**config.mk**
```make
export PLATFORM = sky130hd
export DESIGN_NAME = scroll_sched
export DESIGN_NICKNAME = d
export VERILOG_FILES = /design/src/rtl/scroll_pkg.sv /design/src/rtl/msg_fifo.sv /design/src/rtl/scroll_sched.sv
export SDC_FILE = /design/constraint.sdc
export NUM_CORES = 1
export LEC_CHECK = 0
export CAP_MARGIN = 20
export CORE_MARGIN = 8
export CORE_UTILIZATION = 55
export DETAILED_ROUTE_END_ITERATION = 6
export PLACE_DENSITY = 0.78
export SYNTH_ARGS = -nofsm -noshare
export SYNTH_HDL_FRONTEND = slang
export SYNTH_HIERARCHICAL = 1
export SYNTH_SLANG_ARGS = --single-unit
```
**constraint.sdc**
```tcl
create_clock -name clk -period 5.26 [get_ports clk]
set_input_delay 0.526 -clock clk [delete_from_list [all_inputs] [get_ports clk]]
set_output_delay 0.526 -clock clk [all_outputs]
set_load 0.02 [all_outputs]
```
**src/rtl/scroll_pkg.sv**
```systemverilog
// Shared types and constants for the scroll scheduler: FSM state encoding,
// digit/message widths and the blank digit code.
package scroll_pkg;

    localparam int unsigned DIGIT_W = 4;
    localparam int unsigned MSG_W   = 12;

    localparam logic [DIGIT_W-1:0] BLANK = 4'hF;

    typedef enum logic [1:0] {
        IDLE = 2'd0,
        LOAD = 2'd1,
        GAP  = 2'd2,
        SHOW = 2'd3
    } state_e;

    // Digit idx 0 is the leftmost segment, held in the message MSBs.
    function automatic logic [DIGIT_W-1:0] msg_digit(input logic [MSG_W-1:0] msg,
                                                     input logic [1:0]       idx);
        logic [DIGIT_W-1:0] d;
        case (idx)
            2'd0:    d = msg[MSG_W-1 -: DIGIT_W];
            2'd1:    d = msg[MSG_W-DIGIT_W-1 -: DIGIT_W];
            2'd2:    d = msg[DIGIT_W-1:0];
            default: d = BLANK;
        endcase
        return d;
    endfunction

endpackage

```
**src/rtl/msg_fifo.sv**
```systemverilog
// Message FIFO: power-of-2 depth, registered occupancy count, synchronous clear.
// A push and pop in the same cycle leave the count unchanged.
module msg_fifo #(
    parameter int unsigned DEPTH = 4,
    parameter int unsigned MSG_W = 12,
    localparam int unsigned AW   = $clog2(DEPTH),
    localparam int unsigned CntW = $clog2(DEPTH + 1)
) (
    input  logic             clk,
    input  logic             rst,
    input  logic             clr,
    input  logic             push,
    input  logic             pop,
    input  logic [MSG_W-1:0] din,
    output logic [MSG_W-1:0] dout,
    output logic             full,
    output logic             empty,
    output logic [CntW-1:0]  count
);

    logic [MSG_W-1:0] mem_q [DEPTH];
    logic [AW-1:0]    wr_ptr_q, wr_ptr_d;
    logic [AW-1:0]    rd_ptr_q, rd_ptr_d;
    logic [CntW-1:0]  count_q, count_d;
    logic             do_push, do_pop;

    assign full  = (count_q == CntW'(DEPTH));
    assign empty = (count_q == '0);
    assign count = count_q;
    assign dout  = mem_q[rd_ptr_q];

    always_comb begin
        do_push  = push && !full && !clr;
        do_pop   = pop && !empty && !clr;
        wr_ptr_d = wr_ptr_q;
        rd_ptr_d = rd_ptr_q;
        count_d  = count_q;
        if (clr) begin
            wr_ptr_d = '0;
            rd_ptr_d = '0;
            count_d  = '0;
        end else begin
            if (do_push) wr_ptr_d = wr_ptr_q + 1'b1;
            if (do_pop)  rd_ptr_d = rd_ptr_q + 1'b1;
            case ({do_push, do_pop})
                2'b10:   count_d = count_q + 1'b1;
                2'b01:   count_d = count_q - 1'b1;
                default: count_d = count_q;
            endcase
        end
    end

    always_ff @(posedge clk or negedge rst) begin
        if (!rst) begin
            wr_ptr_q <= '0;
            rd_ptr_q <= '0;
            count_q  <= '0;
        end else begin
            wr_ptr_q <= wr_ptr_d;
            rd_ptr_q <= rd_ptr_d;
            count_q  <= count_d;
        end
    end

    // Storage carries no reset; validity is tracked by the pointers alone.
    always_ff @(posedge clk) begin
        if (do_push) mem_q[wr_ptr_q] <= din;
    end

endmodule

```
**src/rtl/scroll_sched.sv**
```systemverilog
// Scroll scheduler: round-robin intake of two message sources into a FIFO and
// a LOAD/GAP/SHOW sequencer that feeds three digits per message to the scroller.
module scroll_sched
    import scroll_pkg::*;
#(
    parameter int unsigned DEPTH      = 4,
    parameter int unsigned IDLE_TICKS = 16,
    parameter int unsigned PASS_TICKS = 7,
    localparam int unsigned CntW      = $clog2(DEPTH + 1)
) (
    input  logic               clk,
    input  logic               rst,
    input  logic               tick,
    input  logic               req_a,
    input  logic               req_b,
    input  logic [MSG_W-1:0]   msg_a,
    input  logic [MSG_W-1:0]   msg_b,
    input  logic               flush,
    output logic               gnt_a,
    output logic               gnt_b,
    output logic               o_rd,
    output logic [DIGIT_W-1:0] o_dec,
    output logic               o_clean,
    output logic               busy,
    output logic               fifo_full,
    output logic               fifo_empty,
    output logic [CntW-1:0]    msg_cnt
);

    localparam int unsigned IdleW = $clog2(IDLE_TICKS + 1);
    localparam logic [IdleW-1:0] IdleMax  = IdleW'(IDLE_TICKS);
    localparam logic [IdleW-1:0] IdleLast = IdleW'(IDLE_TICKS - 1);
    localparam logic [2:0]       PassLast = 3'(PASS_TICKS - 1);

    state_e             state_q, state_d;
    logic [1:0]         sub_q, sub_d;
    logic [2:0]         tick_cnt_q, tick_cnt_d;
    logic [IdleW-1:0]   idle_cnt_q, idle_cnt_d;
    logic [MSG_W-1:0]   msg_q, msg_d;
    logic [DIGIT_W-1:0] dec_q, dec_d;
    logic               clean_q, clean_d;
    logic               prio_b_q, prio_b_d;

    logic               can_gnt;
    logic               push, pop;
    logic [MSG_W-1:0]   push_data;
    logic [MSG_W-1:0]   fifo_dout;

    msg_fifo #(
        .DEPTH (DEPTH),
        .MSG_W (MSG_W)
    ) u_fifo (
        .clk   (clk),
        .rst   (rst),
        .clr   (flush),
        .push  (push),
        .pop   (pop),
        .din   (push_data),
        .dout  (fifo_dout),
        .full  (fifo_full),
        .empty (fifo_empty),
        .count (msg_cnt)
    );

    // prio_b_q set means B wins the next tie; cleared by reset so A starts ahead.
    always_comb begin
        can_gnt   = rst && !fifo_full && !flush;
        gnt_a     = can_gnt && req_a && (!req_b || !prio_b_q);
        gnt_b     = can_gnt && req_b && (!req_a || prio_b_q);
        push      = gnt_a || gnt_b;
        push_data = gnt_a ? msg_a : msg_b;
        prio_b_d  = prio_b_q;
        if (gnt_a) begin
            prio_b_d = 1'b1;
        end else if (gnt_b) begin
            prio_b_d = 1'b0;
        end
    end

    always_comb begin
        state_d    = state_q;
        sub_d      = sub_q;
        tick_cnt_d = tick_cnt_q;
        idle_cnt_d = idle_cnt_q;
        msg_d      = msg_q;
        pop        = 1'b0;
        if (flush) begin
            state_d    = IDLE;
            sub_d      = '0;
            tick_cnt_d = '0;
            idle_cnt_d = '0;
        end else begin
            unique case (state_q)
                IDLE: begin
                    if (!fifo_empty) begin
                        state_d    = LOAD;
                        pop        = 1'b1;
                        msg_d      = fifo_dout;
                        sub_d      = '0;
                        idle_cnt_d = '0;
                    end else if (tick && idle_cnt_q != IdleMax) begin
                        idle_cnt_d = idle_cnt_q + 1'b1;
                    end
                end
                LOAD: begin
                    if (sub_q == 2'd2) begin
                        state_d = GAP;
                        sub_d   = '0;
                    end else begin
                        sub_d = sub_q + 1'b1;
                    end
                end
                GAP: begin
                    // A tick on this transition edge is deliberately not counted.
                    if (sub_q == 2'd1) begin
                        state_d    = SHOW;
                        sub_d      = '0;
                        tick_cnt_d = '0;
                    end else begin
                        sub_d = sub_q + 1'b1;
                    end
                end
                SHOW: begin
                    if (tick) begin
                        if (tick_cnt_q == PassLast) begin
                            tick_cnt_d = '0;
                            if (!fifo_empty) begin
                                state_d = LOAD;
                                pop     = 1'b1;
                                msg_d   = fifo_dout;
                                sub_d   = '0;
                            end else begin
                                state_d = IDLE;
                            end
                        end else begin
                            tick_cnt_d = tick_cnt_q + 1'b1;
                        end
                    end
                end
                default: state_d = IDLE;
            endcase
        end
    end

    always_comb begin
        dec_d   = (!flush && state_q == LOAD) ? msg_digit(msg_q, sub_q) : BLANK;
        clean_d = flush ||
                  (state_q == IDLE && fifo_empty && tick && idle_cnt_q == IdleLast);
    end

    assign o_rd    = (state_q == LOAD);
    assign busy    = (state_q != IDLE);
    assign o_dec   = dec_q;
    assign o_clean = clean_q;

    always_ff @(posedge clk or negedge rst) begin
        if (!rst) begin
            state_q    <= IDLE;
            sub_q      <= '0;
            tick_cnt_q <= '0;
            idle_cnt_q <= '0;
            msg_q      <= '0;
            dec_q      <= BLANK;
            clean_q    <= 1'b0;
            prio_b_q   <= 1'b0;
        end else begin
            state_q    <= state_d;
            sub_q      <= sub_d;
            tick_cnt_q <= tick_cnt_d;
            idle_cnt_q <= idle_cnt_d;
            msg_q      <= msg_d;
            dec_q      <= dec_d;
            clean_q    <= clean_d;
            prio_b_q   <= prio_b_d;
        end
    end

endmodule
```
==> metrics, run 1 <==
Layout area overhead=16.1%; Yosys reg bits=85; Power Density=roughly 330 nW/um^2; crit path DAT=between 3 and 4 ns; Synth area leader=edfxtp_1; worst hold-check path type=in -> async; Worst-Margin Slew=roughly 0.81 ns; Die Height=103 um; Worst setup EP type=register; Leak Pwr=around 0.0018 uW; RSZ-0062 raised after global routing=no; I/O Buffers=43; Setup Buffers After CTS=0; gr busiest metal=met2; post-route cell area=4880 um^2; Logic pwr share=21.5%; Final Hold Vio Count=0; core area=7570 um^2; root buffer cell=clkbuf_8; Sw Share=between 20% and 30%; maximum vdd drop=0.184 mV; Synth top cells by count=edfxtp_1 (48), dfrtp_1 (33), mux2_2 (19), nand2_1 (19); pre-CTS setup slack=1.34 ns; first drt pass iteration count=4; PostCTS Resize Cnt=0; Max Fclk=between 200 and 300 MHz; relative slew slack=a little under half; post-synthesis area per instance=between 10 and 15 um^2; H-tree depth=3; FF+latch area=approximately 2400 um^2; Global Route Usage Sum=~16%; cell family with most CP delay=simple AND/OR/NAND/NOR gates; Final period util=around 64%; status=finished, final reports clean; fin nets=a little under 400; slowest CP cell=and2_1; most frequent cell after synthesis=edfxtp_1; Final Power=1640 uW; Internal=1160 uW; critical path type=reg -> reg; GRT met1 Usage=~20%; sw power=479 uW; Area after DPL=4680 um^2; Mapped Cells=roughly 300; post-synth cell types=65; GPL Wtd Cong=approximately 0.81; chip width=103 um; Synth area leaders=edfxtp_1 (34%), dfrtp_1 (20%), mux2_2 (5.1%); fill count=approximately 550; Inserted Clock Buffers=9; vias in the first global route=around 2600; die area=around 11000 um^2; Initial Util=a little under three fifths; placed insts=roughly 440; DR DRC count=0; max-slew violations=0; count of flip-flops with a built-in enable after synthesis=48; multi-input logic area=1680 um^2; GR Util met2=25.0%; Critical Path RT=between 5 and 6 ns; vias per cell=5.57; Worst Skew=between 0.015 and 0.02 ns; post-synth top area share=about 34%; CTS Sinks=85; Primary FF master, synth=edfxtp_1; max-cap viol count=0; fin cells=~450; Syn Std Cell Area=~4200 um^2; Post-DRT Antenna Nets=0; CTS Buffer Depth=2; CP Max Fanout=15; first-pass GRT wire length=about 13000 um; antenna cells=0; sequential fraction of the synthesis area=between 50 and 60%; clock network power share=27.8%; post-DP HPWL=5430 um; largest net degree at the start of global routing=38; Synth async-reset ratio=between 40 and 50%; DR iter-0 viols=between 100 and 150; FP Rows=32; hold buffer count at cts=0; layout cells sized above 1=~21%; slowest stage delay, CP=between 0.5 and 0.6 ns; initial antenna violation count=0; total grt overflow=0; setup_tns=0 ns; Tmin final=~3.4 ns; WL final=roughly 7700 um; clk slew on worst S/H paths=0.10 ns; final setup fails=0; part of the power in registers=approximately half; IO Count=44; via count=approximately 2500; Synthesized Nets=approximately 350; WL per Instance=16.9 um; worst-path cell chain=nand2b_2 -> nor2_1 -> nor3b_2 -> nand3_2 -> nand2_1 -> inv_1 -> nor3_2 -> and2_1; grt met3 use=~3.8%; CP bufs+invs=1; CP startpoint kind=register; Syn. warnings=6; worst skew pair latency=around 0.37 ns; PnR worst setup slack=1.88 ns; CTS tree=yes
==> power groups by stage <==
stage	Combinational [uW]	Sequential (uW)	Clock (uW)
after floorplan	255	831	0
after global placement	345	840	0
after detailed placement	353	844	0
after CTS	354	829	465
after global routing	389	838	492
final	352	829	454
==> logic make-up (layout without fill, tap and decap cells) <==
kind of cell               count (synthesis)  count (layout)  share of synthesized area, %
buffers and inverters                     30              77                          3.72
and+or+nand+nor                           81              81                          10.9
muxes                                     42              42                          15.7
DFF                                       85              85                          56.4
xor gates and xnor gates                   4               4                         0.833
AOI/OAI and AO/OA                         48              48                          8.42
adders and majority gates                 13              13                          4.05
==> area by class of cell <==
type / instances / area share, %
Clock buffer: 9 / 2.54
Clock inverter: 7 / 1.44
Inverter: 15 / 1.15
Multi-Input combinational cell: 188 / 34.5
Sequential cell: 85 / 48.6
Tap cell: 102 / 2.61
Timing Repair Buffer: 46 / 9.17
==> layer usage <==
metal,routed length (um),vias to the layer above
li1,-,1226
met1,3440,1229
met2,3720,51
met3,353,10
met4,138,0
met5,0,-
==> sequential cells by signal (all words and copies together) (netlist names) <==
register / count
idle_cnt_q: 5
o_clean: 1
state_q: 2
prio_b_q: 1
tick_cnt_q: 3
o_dec: 4
msg_q: 12
u_fifo/count: 3
u_fifo/mem_q: 48
u_fifo/wr_ptr_q: 2
sub_q: 2
u_fifo/rd_ptr_q: 2
==> per-stage QoR <==
step	util, %	hold slack (ns)
floorplan	-	0.230
global placement	61.9	0.487
detailed placement	61.9	0.498
CTS	64.4	0.297
global route	64.5	0.310
finish	64.5	0.274
==> layout by cell type (no fill, tap or decap), drive strengths merged, types with 7 or more instances in the layout <==
cell           count
edfxtp            48
clkdlybuf4s50     42
dfrtp             33
mux2              29
inv               21
nand2             19
nor2              15
ha                12
mux4              12
nand2b            10
clkbuf            10
a21oi              8
nand3              8
o21ai              7
nor3               7
==> worst paths after layout <==
path / start / to / slack [ns] / cells past startpoint
worst max-delay path: u_fifo/count[1] / u_fifo/mem_q[1][6] / 1.88 / 8
worst min-delay path: rst / msg_q[1] / 0.27 / 2
worst max register to register: u_fifo/count[1] / u_fifo/mem_q[1][6] / 1.88 / 8
worst min register to register: prio_b_q / prio_b_q / 0.52 / 2
max in group asynchronous: rst / o_dec[3] / 4.64 / 2
min in group clk: prio_b_q / prio_b_q / 0.52 / 2
No activity file was read; power rests on OpenSTA's default activity.
==> run 2, diff against run 1 <==
Settings changed: CORE_UTILIZATION 55 to 51, PLACE_DENSITY 0.78 to 0.76.
Clock period 5.26 ns to 3 ns, I/O delays scaled along.
==> metrics, run 2 (same netlist as run 1, synthesis figures left out) <==
Post-DRT Antenna Nets=0; max reg flops=between 40 and 50; Biggest register=u_fifo/mem_q; PostCTS Resize Cnt=0; FP Rows=33; CTS tree=yes; Final Hold Vio Count=0; Worst setup EP type=register; DR DRC count=0; part of the power in registers=roughly half; I/O Buffers=43; GPL Wtd Cong=between 0.7 and 0.8; critical path type=reg -> reg; final setup fails=0; Layout Utilization=between 60% and 70%; worst skew pair latency=between 0.3 and 0.4 ns; vias per cell=5.50; Die Height=between 100 and 150 um; layout cells sized above 1=between 20% and 30%; relative slew slack=61.7%; die area=approximately 11000 um^2; most common cell after layout, fill and taps aside=edfxtp_1; Critical Path RT=between 3 and 4 ns; post-DP HPWL=just under 6000 um; max-slew violations=0; worst hold-check path type=in -> async; WL per Instance=approximately 17 um; Worst-Margin Slew=0.575 ns; status=finished, final reports clean; Power Density=roughly 570 nW/um^2; Leak Pwr=between 0.0015 and 0.002 uW; RSZ-0062 raised after global routing=no; worst-path cell chain=inv_1 -> ha_1 -> inv_1 -> a2111oi_2 -> nand2b_1 -> nor3_1 -> fa_1 -> o311a_1 -> a21oi_1 -> nor3_1; crit path DAT=~2.9 ns; Max Fclk=between 300 and 400 MHz; fin nets=399; CP startpoint kind=register; CTS Sinks=85; Sw Share=roughly 29%; setup_tns=0 ns; IO Count=44; CTS Buffer Depth=2; clock network power share=between 20% and 30%; Worst Skew=~0.0086 ns; vias in the first global route=between 2000 and 3000; fill count=approximately 650; DR iter-0 viols=112; first drt pass iteration count=4; initial antenna violation count=0; chip width=107 um; max-cap viol count=0; largest net degree at the start of global routing=38; WL final=between 7000 and 8000 um; core area=about 8100 um^2; Logic pwr share=22.7%; PnR worst setup slack=between 0.2 and 0.3 ns; multi-input logic area=roughly 1700 um^2; slowest stage delay, CP=0.48 ns; Global Route Usage Sum=between 10% and 20%; Largest regs=u_fifo/mem_q (48), msg_q (12), idle_cnt_q (5); total grt overflow=0; Setup Buffers After CTS=0; slowest CP cell=fa_1; pre-CTS setup slack=between 0.2 and 0.3 ns; hold buffer count at cts=0; Tmin final=2.71 ns; H-tree depth=3; CP Max Fanout=6; Inserted Clock Buffers=9; first-pass GRT wire length=13000 um; clk slew on worst S/H paths=0.09 ns; FF+latch area=around 2400 um^2; Initial Util=between 50% and 60%; via count=2563; antenna cells=0; Layout area overhead=17.9%; Final period util=approximately 90%; sw power=slightly above 800 uW; most frequent cells in the layout=edfxtp_1 (48), clkdlybuf4s50_1 (42), dfrtp_1 (33); maximum vdd drop=0.292 mV; root buffer cell=clkbuf_8; Internal=~2000 uW
-- run 2: final cells by class --
class,count,share of cell area (%)
flip-flops and latches,85,47.8
clock inverters,7,1.16
clock buffers,9,2.50
repair buffers,57,10.7
well taps,105,2.65
inverters,15,1.14
multi-input cells,188,34.0
-- run 2: per-stage QoR --
step / instance area (um^2) / cells / hold slack (ns) / power (uW)
after floorplan: 4210 / 303 / 0.00441 / 1900
after global placement: 4780 / 450 / 0.458 / 2090
after detailed placement: 4780 / 450 / 0.450 / 2120
after CTS: 4960 / 466 / 0.0610 / 2860
after global routing: 4960 / 466 / 0.0839 / 2990
final: 4960 / 466 / 0.0567 / 2830
-- run 2: per-layer routing --
layer  up-vias  GRT usage [%]  wire [um]
met4         0           6.23        140
met3        13           2.82        205
li1       1239              -          -
met5         -              0          0
met2        38           25.0       4210
met1      1273           17.4       3360
-- run 2: final timing paths --
kind	startpoint	end	slack, ns	depth (start not counted)
min reg2reg	msg_q[11]	msg_q[11]	0.51	1
min in group clk	msg_q[11]	msg_q[11]	0.51	1
min	rst	state_q[1]	0.06	2
max in group asynchronous	rst	o_dec[0]	2.59	2
max reg2reg	state_q[0]	u_fifo/count[1]	0.29	10
max	state_q[0]	u_fifo/count[1]	0.29	10
-- run 2: power by group through the flow --
stage	Clock [uW]	Combinational, uW	Sequential, uW
CTS	762	649	1450
finish	739	644	1450
global route	817	708	1470
detailed placement	0	646	1470
floorplan	0	447	1460
global placement	0	620	1470
-- run 2: critical path, delay by kind of cell, from the launching register on --
kind	cells	cell delay, ns
compound gates	3	0.66
fa+ha+maj	2	0.73
buf+inv	2	0.31
flops	1	0.43
simple gates	3	0.47
